`src/rtl/hdmi_period_sequencer_if.sv`:
```
// Video-in / encoder-out bundle for the HDMI period sequencer.
// master drives raw timing, slave (the sequencer) returns encoder controls.
interface hdmi_period_sequencer_if;
    logic        pixel_stb;
    logic        hdmi_en;
    logic        de_in;
    logic        hs_in;
    logic        vs_in;
    logic [23:0] rgb_in;
    logic        pixel_stb_out;
    logic        enc_window;
    logic        enc_guard;
    logic [7:0]  enc_d0;
    logic [7:0]  enc_d1;
    logic [7:0]  enc_d2;
    logic [2:0]  enc_c0;
    logic [2:0]  enc_c1;
    logic        short_blank_err;

    modport master (
        output pixel_stb, hdmi_en, de_in, hs_in, vs_in, rgb_in,
        input  pixel_stb_out, enc_window, enc_guard,
        input  enc_d0, enc_d1, enc_d2, enc_c0, enc_c1, short_blank_err
    );

    modport slave (
        input  pixel_stb, hdmi_en, de_in, hs_in, vs_in, rgb_in,
        output pixel_stb_out, enc_window, enc_guard,
        output enc_d0, enc_d1, enc_d2, enc_c0, enc_c1, short_blank_err
    );
endinterface

```
`src/rtl/hdmi_period_sequencer.sv`:
```
// Delays video by LEAD pixel slots so the preamble and leading guard band
// can be inserted ahead of each active-video period.
module hdmi_period_sequencer #(
    parameter int PREAMBLE_LEN = 8,
    parameter int GUARD_LEN    = 2
) (
    input logic                     clk,
    input logic                     reset,
    hdmi_period_sequencer_if.slave  io
);
    localparam int LEAD = PREAMBLE_LEN + GUARD_LEN;
    localparam logic [3:0] PRE_N = 4'(PREAMBLE_LEN);
    localparam logic [3:0] GRD_N = 4'(GUARD_LEN);

    typedef enum logic [1:0] {CTRL, PREAMBLE, GUARD, VIDEO} state_t;

    state_t      state_q, state_d;
    logic [3:0]  cnt_q, cnt_d, cnt_inc;
    logic        prev_de_q, prev_de_d;
    logic [26:0] dl_q [LEAD];
    logic [26:0] dl_d [LEAD];
    logic        err_q, err_d;
    logic        stb_q, stb_d;
    logic        win_q, win_d;
    logic        grd_q, grd_d;
    logic [23:0] rgb_q, rgb_d;
    logic [2:0]  c0_q, c0_d;
    logic [2:0]  c1_q, c1_d;
    logic        dly_de, dly_hs, dly_vs, rise;
    logic [23:0] dly_rgb;

    assign dly_de  = dl_q[LEAD-1][26];
    assign dly_hs  = dl_q[LEAD-1][25];
    assign dly_vs  = dl_q[LEAD-1][24];
    assign dly_rgb = dl_q[LEAD-1][23:0];
    assign rise    = io.de_in & ~prev_de_q;
    assign cnt_inc = (cnt_q == 4'hF) ? cnt_q : cnt_q + 4'd1;

    always_comb begin
        state_d   = state_q;
        cnt_d     = cnt_q;
        prev_de_d = prev_de_q;
        dl_d      = dl_q;
        err_d     = err_q;
        stb_d     = io.pixel_stb;
        win_d     = win_q;
        grd_d     = grd_q;
        rgb_d     = rgb_q;
        c0_d      = c0_q;
        c1_d      = c1_q;
        if (io.pixel_stb) begin
            prev_de_d = io.de_in;
            dl_d[0]   = {io.de_in, io.hs_in, io.vs_in, io.rgb_in};
            for (int i = 1; i < LEAD; i++) dl_d[i] = dl_q[i-1];
            unique case (state_q)
                CTRL: begin
                    // A delayed run with no preamble in HDMI mode stays control.
                    if (io.hdmi_en && rise) begin
                        state_d = PREAMBLE;
                        cnt_d   = 4'd1;
                    end else if (!io.hdmi_en && dly_de) begin
                        state_d = VIDEO;
                    end
                end
                PREAMBLE: begin
                    if (cnt_q == PRE_N) begin
                        state_d = GUARD;
                        cnt_d   = 4'd1;
                    end else begin
                        cnt_d = cnt_inc;
                    end
                end
                GUARD: begin
                    if (cnt_q == GRD_N) begin
                        state_d = dly_de ? VIDEO : CTRL;
                        cnt_d   = 4'd0;
                    end else begin
                        cnt_d = cnt_inc;
                    end
                end
                VIDEO: begin
                    if (rise) err_d = 1'b1;
                    if (!dly_de) state_d = CTRL;
                end
            endcase
            win_d = (state_d == VIDEO) && dly_de;
            grd_d = (state_d == GUARD);
            rgb_d = dly_rgb;
            c0_d  = {1'b0, state_d == PREAMBLE, dly_hs & ~grd_d};
            c1_d  = {2'b00, dly_vs & ~grd_d};
        end
    end

    always_ff @(posedge clk) begin
        if (reset) begin
            state_q   <= CTRL;
            cnt_q     <= 4'd0;
            prev_de_q <= 1'b0;
            for (int i = 0; i < LEAD; i++) dl_q[i] <= 27'd0;
            err_q     <= 1'b0;
            stb_q     <= 1'b0;
            win_q     <= 1'b0;
            grd_q     <= 1'b0;
            rgb_q     <= 24'd0;
            c0_q      <= 3'd0;
            c1_q      <= 3'd0;
        end else begin
            state_q   <= state_d;
            cnt_q     <= cnt_d;
            prev_de_q <= prev_de_d;
            dl_q      <= dl_d;
            err_q     <= err_d;
            stb_q     <= stb_d;
            win_q     <= win_d;
            grd_q     <= grd_d;
            rgb_q     <= rgb_d;
            c0_q      <= c0_d;
            c1_q      <= c1_d;
        end
    end

    assign io.pixel_stb_out   = stb_q;
    assign io.enc_window      = win_q;
    assign io.enc_guard       = grd_q;
    assign io.enc_d0          = rgb_q[7:0];
    assign io.enc_d1          = rgb_q[15:8];
    assign io.enc_d2          = rgb_q[23:16];
    assign io.enc_c0          = c0_q;
    assign io.enc_c1          = c1_q;
    assign io.short_blank_err = err_q;
endmodule

```
`src/flat_wrapper.sv`:
```
// flat-port wrapper written by rule: the top's interface ports become plain ports
module hdmi_period_sequencer_flat 
#(
    parameter int PREAMBLE_LEN = 8,
    parameter int GUARD_LEN    = 2
)
  (clk, reset, io_pixel_stb, io_hdmi_en, io_de_in, io_hs_in, io_vs_in, io_rgb_in, io_pixel_stb_out, io_enc_window, io_enc_guard, io_enc_d0, io_enc_d1, io_enc_d2, io_enc_c0, io_enc_c1, io_short_blank_err);
  hdmi_period_sequencer_if io_i ();
  input logic clk;
  input logic reset;
  input wire logic [$bits(io_i.pixel_stb)-1:0] io_pixel_stb;
  input wire logic [$bits(io_i.hdmi_en)-1:0] io_hdmi_en;
  input wire logic [$bits(io_i.de_in)-1:0] io_de_in;
  input wire logic [$bits(io_i.hs_in)-1:0] io_hs_in;
  input wire logic [$bits(io_i.vs_in)-1:0] io_vs_in;
  input wire logic [$bits(io_i.rgb_in)-1:0] io_rgb_in;
  output wire logic [$bits(io_i.pixel_stb_out)-1:0] io_pixel_stb_out;
  output wire logic [$bits(io_i.enc_window)-1:0] io_enc_window;
  output wire logic [$bits(io_i.enc_guard)-1:0] io_enc_guard;
  output wire logic [$bits(io_i.enc_d0)-1:0] io_enc_d0;
  output wire logic [$bits(io_i.enc_d1)-1:0] io_enc_d1;
  output wire logic [$bits(io_i.enc_d2)-1:0] io_enc_d2;
  output wire logic [$bits(io_i.enc_c0)-1:0] io_enc_c0;
  output wire logic [$bits(io_i.enc_c1)-1:0] io_enc_c1;
  output wire logic [$bits(io_i.short_blank_err)-1:0] io_short_blank_err;
  assign io_i.pixel_stb = io_pixel_stb;
  assign io_i.hdmi_en = io_hdmi_en;
  assign io_i.de_in = io_de_in;
  assign io_i.hs_in = io_hs_in;
  assign io_i.vs_in = io_vs_in;
  assign io_i.rgb_in = io_rgb_in;
  assign io_pixel_stb_out = io_i.pixel_stb_out;
  assign io_enc_window = io_i.enc_window;
  assign io_enc_guard = io_i.enc_guard;
  assign io_enc_d0 = io_i.enc_d0;
  assign io_enc_d1 = io_i.enc_d1;
  assign io_enc_d2 = io_i.enc_d2;
  assign io_enc_c0 = io_i.enc_c0;
  assign io_enc_c1 = io_i.enc_c1;
  assign io_short_blank_err = io_i.short_blank_err;
  hdmi_period_sequencer #(.PREAMBLE_LEN(PREAMBLE_LEN), .GUARD_LEN(GUARD_LEN)) u_core (.clk(clk), .reset(reset), .io(io_i));
endmodule
```
`config.mk`:
```
export PLATFORM = sky130hd
export DESIGN_NAME = hdmi_period_sequencer_flat
export DESIGN_NICKNAME = d
export VERILOG_FILES = /design/src/rtl/hdmi_period_sequencer_if.sv /design/src/rtl/hdmi_period_sequencer.sv /design/src/flat_wrapper.sv
export SDC_FILE = /design/constraint.sdc
export NUM_CORES = 1
export LEC_CHECK = 0
export CAP_MARGIN = 10
export CORE_MARGIN = 2
export CORE_UTILIZATION = 35
export CTS_CLUSTER_DIAMETER = 60
export DETAILED_ROUTE_END_ITERATION = 10
export GPL_TIMING_DRIVEN = 0
export PLACE_DENSITY = 0.61
export SLEW_MARGIN = 10
export SYNTH_ARGS = -nofsm -noshare
export SYNTH_HDL_FRONTEND = slang
export SYNTH_SLANG_ARGS = --single-unit
```
`constraint.sdc`:
```
create_clock -name clk -period 1.9 [get_ports clk]
set_clock_uncertainty 0.15 [all_clocks]
set_input_delay 0.19 -clock clk [delete_from_list [all_inputs] [get_ports clk]]
set_output_delay 0.19 -clock clk [all_outputs]
set_load 0.02 [all_outputs]
```
; ---- Word-level counts from Yosys, hierarchy flattened
; Index checks and enable logic that the tools add are counted.
[word_totals]
wordCells = 57
in_bits = 31
reg_bits = 308
output_inout_bits = 34
[op_classes]
eq_ne = 10
n_bitwise = 5
add_sub_neg = 1
muxes = 13
reduce_logical = 8
[ops]
columns = cell, count
row1 = $mux W4, 4
row2 = $mux W2, 7
row3 = $pmux W4 S3, 1
row4 = $eq A2 B2 Y1 const B, 4
row5 = $eq A4 B4 Y1 const B, 2
row6 = $pmux W2 S4, 1
row7 = $reduce_and A3 Y1, 2
row8 = $add A4 B1 Y4 const B, 1
row9 = $eq A2 B1 Y1 const B, 2
row10 = $eq A4 B2 Y1 const B, 1
row11 = $and A1 B1 Y1, 3
row12 = $logic_and A1 B1 Y1, 3
row13 = $reduce_bool A3 Y1, 1
row14 = $logic_not A2 Y1, 1
row15 = $ne A2 B1 Y1 const B, 1
row16 = $not A1 Y1, 2
row17 = $logic_not A1 Y1, 1

; ---- Depth between registers and ports, before layout
; Gate-level depths: netlist (run 1).
[logic_depth]
ltp_word = 9
depth_mapped = 7

; ---- Worst setup path before layout (run 1)
; Ideal clock, no wire load.
[synth_timing]
path_type = flip-flop to flip-flop
from = register u_core.cnt_q[0]
to = register u_core.grd_q, in the netlist u_core.io.enc_guard
stages_incl_launch_ff = 7
synth_period_minus_slack_ns = 1.912
slack_ns = -0.012
n_path_buf = 0
setup_ns = 0.116
arrival_time_ns = 1.645
cell_sequence = dfxtp_1 -> inv_1 -> ha_1 -> nor3b_4 -> mux2_4 -> a211o_4 -> a41o_2
[synth_via]
elab_chain_len = 5
word_cells_on_any_way = 7
[synth_rtl]
columns = item, line
row1 = "start, declared", hdmi_period_sequencer.sv:18  ; logic [3:0] cnt_q, cnt_d, cnt_inc;
row2 = "start signal, assigned", hdmi_period_sequencer.sv:109  ; cnt_q <= cnt_d;
row3 = $eq A4 B2 Y1 / $eq A4 B4 Y1 (equally long branches), "hdmi_period_sequencer.sv:74, hdmi_period_sequencer.sv:66"
row4 = "$mux W2, on equally long branches", "hdmi_period_sequencer.sv:74, hdmi_period_sequencer.sv:66"
row5 = $pmux W2 S4 (*), hdmi_period_sequencer.sv:55  ; unique case (state_q)
row6 = $mux W2 (*), hdmi_period_sequencer.sv:51  ; if (io.pixel_stb) begin
row7 = $eq A2 B2 Y1 (*), hdmi_period_sequencer.sv:87  ; grd_d = (state_d == GUARD);
row8 = "end signal, assigned", hdmi_period_sequencer.sv:115  ; grd_q <= grd_d;
row9 = "end, declared", hdmi_period_sequencer.sv:25  ; logic grd_q, grd_d;
; Mark *: on every way between the ends. The rest lies on a longest branch, timed or not. The select of a mux whose other input is x is not followed.
; A chain may end at the register's enable or synchronous reset.

; ---- Worst setup path in the final report (run 1)
; Same ends and word-level chain as after synthesis.

==> summary.txt, run 1 <==
Synth
  • Syn. warnings: 0
  • Compound-Gate Fraction of Synth Area: ~1.8%
  • Top cell type's share of synthesized area: 55.12%
  • Most common cell in the netlist: dfxtp_1
  • Synth Area in XOR/XNOR: 0%
  • Asr flop ratio synth: 0%
  • Adder-Cell Fraction of Synth Area: less than 1%
  • Main synth FF type: dfxtp_1
  • Mux share of post-synthesis cell area: a little over a quarter
  • Post-synth EDFFs: 0
  • Top cells by area, synth: dfxtp_1 55%, mux2i_1 26%, nor2_1 10%, buf_2 1.5%, ha_1 0.90%
  • Cell Area, Synth: between 0.01 and 0.015 mm2
  • Synth cell count leaders: 307 x dfxtp_1, 298 x nor2_1, 294 x mux2i_1
  • Synth Area per Inst: about 11 um2
  • Register area share after synthesis: approximately 55%
  • Leading area contributor after synthesis: dfxtp_1
  • Post-Synth Simple-Gate Area: about an eighth
  • Gate Count Post-Synth: roughly 1,100
  • Netlist cell types: 41
  • FF+latch count, synth: between 300 and 400
  • Main combinational cell family by area after synthesis: multiplexers

Hold path
  • Hold Crit Class: primary input to register

Route
  • Routed vias: between 7,000 and 8,000
  • DR iter-0 viols: roughly 270
  • Routed Antenna Nets: 0
  • DRT Pass-1 Iters: 4
  • Routed len/inst: approximately 14 um
  • DRC: 0
  • DRT Wirelength: between 20 and 25 mm
  • Via density: 4.577

STA
  • Number of failing hold endpoints at the final stage: 0
  • Fin crit period: approximately 2000 ps
  • Max-slew violation count: 0
  • Max-slew headroom: 54.19%
  • Final setup vio count: 7
  • Fmax: ~510 MHz
  • Setup TNS: -366.6 ps
  • Setup ws final: -68.36 ps
  • Tightest Pin Transition: slightly below 700 ps
  • RSZ-0062 raised after global routing: yes
  • Worst hold slack: ~100 ps
  • Final worst path period share: 103.6%

Pwr
  • Logic pwr share: about 5.9%
  • Maximum VDD drop: 0.5990 mV
  • Clock group share of total power: a little under half
  • Internal Power: roughly 11 mW
  • Switching Fraction: about 21%
  • Leak Pwr: slightly above 6 nW
  • Net Sw Power: between 2 and 3 mW
  • Sequential Power Share: approximately half
  • Pwr dens: around 1000 mW/mm2

Worst setup path
  • CP Class: register to register
  • Crit path DAT: about 2300 ps
  • Critical Path Slowest Stage Cell: a211o_4
  • Reg-to-reg slack, setup: -70 ps
  • Worst Path Required: ~2200 ps
  • Crit path max fanout: 5
  • Crit path buffers/inverters: 1
  • Delay-heaviest family, CP: compound AO/OA/AOI/OAI gates
  • CP Cell Sequence: inv_4, ha_4, nor3b_4, mux2_4, a211o_4, a41o_2
  • Max incr delay on CP: 370 ps
  • Crit start category: register
  • Element type at the critical path end: register

Place
  • Routability cong.: between 0.7 and 0.8
  • Cell Area, Placed: between 0.01 and 0.015 mm2
  • Post-place setup slack: -633.1 ps
  • IO buf count: 61
  • Post-DP HPWL: between 15 and 20 mm

Floorplanning
  • Die W: around 180 um
  • Die Height: ~180 um
  • Core footprint: approximately 0.031 mm2
  • # rows: 65
  • Die Area: about 0.033 mm2
  • Ports: between 60 and 70
  • Initial Util: roughly 35%

GRT
  • Initial antenna violation count: 0
  • Global-route wire length before repair: 35.85 mm
  • Vias in the first global route: slightly below 7,000
  • Grt ovf: 0
  • Total track usage: approximately an eighth
  • Pin count of the biggest net entering global routing: 15

Clock tree
  • CTS sink count: 307
  • CTS Root Cell: clkbuf_16
  • Skew-Pair Late Insertion Delay: roughly 540 ps
  • Hold_buf cts: 0
  • H-tree levels: 1
  • Buffer depth of the longest clock path: 3
  • Worst-path clk slew: ~60 ps
  • CTS tree: yes
  • Number of buffers created by CTS: 30

Cells and area
  • Diode count: 0
  • Nets: ~1,200
  • Layout fillers: slightly below 3,000
  • Share of cells above drive strength 1: a little under an eighth
  • Post-Route Utilization: a little over two fifths
  • P&R area growth vs syn: 21.85%
  • Design Area, Final: 0.01359 mm2

Job
  • MaxCap Viol Count: 0

Status
  • Failing checks: setup timing
  • Status: finished, violations left
## path summary, 6_finish.rpt
kind | from | endpoint | depth (start not counted)
worst max register to register | u_core.cnt_q[0] | u_core.io.enc_guard | 6
worst max-delay path | u_core.cnt_q[0] | u_core.io.enc_guard | 6
worst min-delay path | io_rgb_in[16] | u_core.dl_q[259] | 3
worst min register to register | u_core.io.short_blank_err | u_core.io.short_blank_err | 2
## cells in the final DEF (no fill, tap or decap), drive strengths merged, types with 5 or more instances in the layout
| master | netlist | final |
|---|---|---|
| inv | 7 | 6 |
| a21oi | 10 | 10 |
| buf | 48 | 58 |
| nor3b | 5 | 5 |
| clkbuf | 25 | 68 |
| clkdlybuf4s50 | 0 | 51 |
| mux2i | 294 | 294 |
| nor2 | 298 | 298 |
| nand2 | 6 | 6 |
| dlymetal6s2s | 0 | 5 |
| clkinv | 0 | 7 |
| ha | 8 | 8 |
| dfxtp | 307 | 307 |
| dlygate4sd2 | 0 | 5 |
## cell families after synthesis
logic type                 count (synthesis)
other                                      1
buffers and inverters                     80
and+or+nand+nor                          333
AOI/OAI and AO/OA                         27
DFF                                      307
adders and majority gates                  8
muxes                                    296
## metrics by stage
step / std cells / power, mW
2_1_floorplan: 1054 / 7.227
3_3_place_gp: 1517 / 7.431
3_5_place_dp: 1517 / 7.445
4_1_cts: 1577 / 13.71
5_1_grt: 1581 / 14.07
6_report: 1581 / 13.60
## worst register-to-register path: stages, from the launching register on
cell and delay, ps:
dfxtp_4 350, inv_4 70, ha_4 120, nor3b_4 260, mux2_4 330, a211o_4 370
a41o_2 220
## cell type report
type                       count  area, um2  share of cell area (%)
tap                          402      503.0                   3.702
timing repair buffer          71      708.2                   5.213
buffer                        73      345.3                   2.542
clock buffer                  43      900.9                   6.631
multi-input combinational    667       4780                   35.18
clock inverter                11      155.1                   1.142
inverter                       7      32.53                  0.2395
sequential                   307       6161                   45.35
## power by group through the flow
stage | clock network (mW) | registers (mW) | logic, mW
after floorplan | 0 | 6.70 | 0.532
after global placement | 0 | 6.71 | 0.724
after detailed placement | 0 | 6.71 | 0.736
after CTS | 6.37 | 6.57 | 0.780
after global routing | 6.63 | 6.57 | 0.878
final | 6.23 | 6.56 | 0.807
## per-layer routing
metal | vias to the layer above | wire, um | global-route usage [%]
li1 | 3753 | - | -
met2 | 136 | 9521 | 21.05
met3 | 39 | 789 | 1.956
met1 | 3308 | 10610 | 17.49
met5 | - | 0 | 0
met4 | 0 | 524 | 3.935
## sequential cells by signal (all words and copies together), names as in the netlist
signal                     flops
u_core.dl_q                  270
u_core.state_q                 2
u_core.io.enc_window           1
u_core.rgb_q                  24
u_core.io.enc_guard            1
u_core.io.enc_c0               2
u_core.io.enc_c1               1
u_core.cnt_q                   4
u_core.io.short_blank_err      1
u_core.io.pixel_stb_out        1
## what timing repair did
action,CTS,global route
endpoints found under the hold margin,0,0
gates resized for setup,32,20
pin swaps,8,10
endpoints found under the setup margin,25,54
buffers inserted,6,5
Note: power is estimated with default switching activity, not from simulation.
==> run 2: changes to the inputs <==
==> constraint.sdc (replaced) <==
create_clock -name clk -period 1.7 [get_ports clk]
set_clock_uncertainty 0.15 [all_clocks]
set_input_delay 0.17 -clock clk [delete_from_list [all_inputs] [get_ports clk]]
set_output_delay 0.17 -clock clk [all_outputs]
set_load 0.02 [all_outputs]
==> run 2 against run 1 <==
Compared with the run above: the run still ends with setup timing left; non-clock buffer count decreased by 4; via count shrank 1.8%; critical path type unchanged; first-iteration DRC count up 11%; worst hold slack got worse by 18 ps; combinational power increased by 10%; largest cell class unchanged; clock power increased by 3%; worst setup slack got worse by 150 ps; sequential share of layout area is 0.45 points higher; sequential power rose by 12%; design area fell by 1.0%.
==> summary.txt, run 2 (synthesized netlist as in run 1, its figures left out) <==
Route
  • DRT Wirelength: 21.53 mm (+0.40%)
  • DRC: 0 (unchanged)
  • DR iter-0 viols: 305 (+11%)
  • DRT Pass-1 Iters: 4 (unchanged)
  • Routed len/inst: 13.64 um (+0.59%)
  • Routed Antenna Nets: 0 (unchanged)
  • Routed vias: 7,109 (-1.8%)
  • Via density: 4.505 (-1.6%)

Cells and area
  • Layout fillers: 2,964 (+0.65%)
  • Biggest register: u_core.dl_q
  • Top Registers: u_core.dl_q: 270 flops, u_core.rgb_q: 24 flops, u_core.cnt_q: 4 flops
  • Diode count: 0 (unchanged)
  • Most frequent cells in the layout: 303 x dfxtp_1, 298 x nor2_1, 294 x mux2i_1
  • Number of flip-flops in the largest register: 270 (unchanged)
  • Share of cells above drive strength 1: 11.22% (-0.056 points)
  • P&R area growth vs syn: 20.60%
  • Design Area, Final: 0.01345 mm2 (-1.0%)
  • Nets: 1,193 (-0.25%)
  • Post-Layout Cell Count: 1,578 (-0.19%)
  • Commonest non-fill, non-tap cell in the layout: dfxtp_1

Floorplanning
  • Ports: 65 (unchanged)
  • # rows: 65 (unchanged)
  • Die Area: 0.03330 mm2 (unchanged)
  • Core footprint: 0.03147 mm2 (unchanged)
  • Die W: 182.5 um (unchanged)
  • Die Height: 182.5 um (unchanged)
  • Initial Util: 35.42% (unchanged)

STA
  • Tightest Pin Transition: 619.4 ps (-67.83 ps)
  • RSZ-0062 raised after global routing: yes
  • Fin crit period: 1920 ps (-48.59 ps)
  • Final worst path period share: 112.9% (+9.3 points)
  • Number of failing hold endpoints at the final stage: 0 (unchanged)
  • Setup ws final: -219.8 ps (-151.4 ps)
  • Max-slew headroom: 58.71% (+4.5 points)
  • Max-slew violation count: 0 (unchanged)
  • Worst hold slack: 86.86 ps (-18.11 ps)
  • Final setup vio count: 10 (+3)
  • Fmax: 520.9 MHz (+2.5%)

Place
  • Post-place setup slack: -945.7 ps (-312.6 ps)
  • Post-DP HPWL: 15.51 mm (+1.1%)
  • Cell Area, Placed: 0.01231 mm2 (+0.33%)
  • DP Cell Count: 1,517 (unchanged)
  • Routability cong.: 0.7548 (-5.2%)
  • IO buf count: 61 (unchanged)

Clock tree
  • Buffer depth of the longest clock path: 3 (unchanged)
  • CTS tree: yes
  • Worst-path clk slew: 60 ps (about the same)
  • CTS Root Cell: clkbuf_16
  • CTS sink count: 307 (unchanged)
  • H-tree levels: 1 (unchanged)
  • Number of buffers created by CTS: 31 (+3.3%)
  • Skew-Pair Late Insertion Delay: 550 ps (about the same)

Pwr
  • Clock group share of total power: 43.7% (-2.1 points)
  • Maximum VDD drop: 0.7887 mV (+32%)
  • Switching Fraction: 22.30% (+0.90 points)
  • Internal Power: 11.36 mW (+6.3%)
  • Total power: 14.62 mW (+7.5%)
  • Logic pwr share: 6.1% (+0.2 points)
  • Net Sw Power: 3.261 mW (+12%)
  • Pwr dens: 1087 mW/mm2 (+8.6%)
  • Sequential Power Share: 50.2% (+1.9 points)
  • Leak Pwr: 6.022 nW (-0.69%)

GRT
  • Grt ovf: 0 (unchanged)
  • Global-route wire length before repair: 35.82 mm (about the same)
  • Initial antenna violation count: 0 (unchanged)
  • Vias in the first global route: 7,255 (+4.3%)
  • Pin count of the biggest net entering global routing: 16 (+1)
  • Total track usage: 12.90% (+0.048 points)

Worst setup path
  • Crit start category: register
  • Element type at the critical path end: register
  • CP Class: register to register
  • Worst Path Required: 2000 ps (-190 ps)
  • Crit path DAT: 2220 ps (-40 ps)
  • Crit path max fanout: 5 (unchanged)

Status
  • Failing checks: setup timing
  • Status: finished, violations left

Hold path
  • Hold Crit Class: primary input to register

Job
  • MaxCap Viol Count: 0 (unchanged)
-- run 2: cell count changes in the layout (fill, tap and decap cells not counted), sizes merged --
| cell | before | now |
|---|---|---|
| clkbuf | 68 | 83 |
| clkdlybuf4s50 | 51 | 30 |
| inv | 6 | 8 |
| clkinv | 7 | 6 |
| clkdlybuf4s15 | 0 | 1 |
| buf | 58 | 40 |
| dlygate4sd2 | 5 | 31 |
| bufinv | 4 | 0 |
| dlymetal6s2s | 5 | 0 |
| clkinvlp | 1 | 3 |
-- run 2: per-stage QoR --
step | util (%) | TNS [ps]
2_1_floorplan | - | -741.1
3_3_place_gp | 39.11 | -158740
3_5_place_dp | 39.11 | -155780
4_1_cts | 42.43 | -1535
5_1_grt | 42.72 | -2334
6_report | 42.72 | -1450
-- run 2: repair_timing --
action | CTS | global route
gates resized for setup | 51 | 29
hold buffers | 0 | 0
pin swaps | 8 | 10
setup buffers | 4 | 2
hold endpoints to repair | 0 | 0
setup endpoints to repair | 112 | 124
-- run 2: final cells by class --
cell class | count | area [um2] | area share, %
Multi-Input combinational cell | 667 | 4778 | 35.54
Inverter | 7 | 31.28 | 0.2326
Timing Repair Buffer | 67 | 616.8 | 4.587
Buffer | 73 | 389.1 | 2.894
Clock inverter | 10 | 61.31 | 0.4559
Sequential cell | 307 | 6158 | 45.80
Tap cell | 402 | 503.0 | 3.741
Clock buffer | 45 | 908.4 | 6.755
-- run 2: final timing paths --
check                                       from                   to  slack [ps]  cells past startpoint
worst min-delay path               io_rgb_in[10]     u_core.dl_q[253]          90                      3
worst max register to register   u_core.cnt_q[0]  u_core.io.enc_guard        -220                      6
worst max-delay path             u_core.cnt_q[0]  u_core.io.enc_guard        -220                      6
worst min register to register  u_core.dl_q[152]     u_core.dl_q[125]         340                      2
-- run 2: routing by layer --
layer	vias to the layer above	global-route usage (%)	routed length, um	share of wire, %
li1	3734	-	-	-
met1	3286	16.71	10390	48
met3	31	2.275	620	2.9
met2	58	22.27	10140	47
met5	-	0	0	0
met4	0	3.194	384	1.8
-- run 2: power by group through the flow --
stage	clock, mW	combinational [mW]	sequential [mW]
2_1_floorplan	0	0.602	7.49
3_3_place_gp	0	0.819	7.50
3_5_place_dp	0	0.828	7.50
4_1_cts	6.58	0.862	7.34
5_1_grt	6.88	0.967	7.35
6_report	6.39	0.888	7.34
-- run 2: worst max-delay path, stage by stage, from the launching register on --
cell and delay (ps):
dfxtp_2 320, inv_2 70, ha_4 120, nor3b_4 230, mux2_4 330, a211o_4 360, a41o_2 250
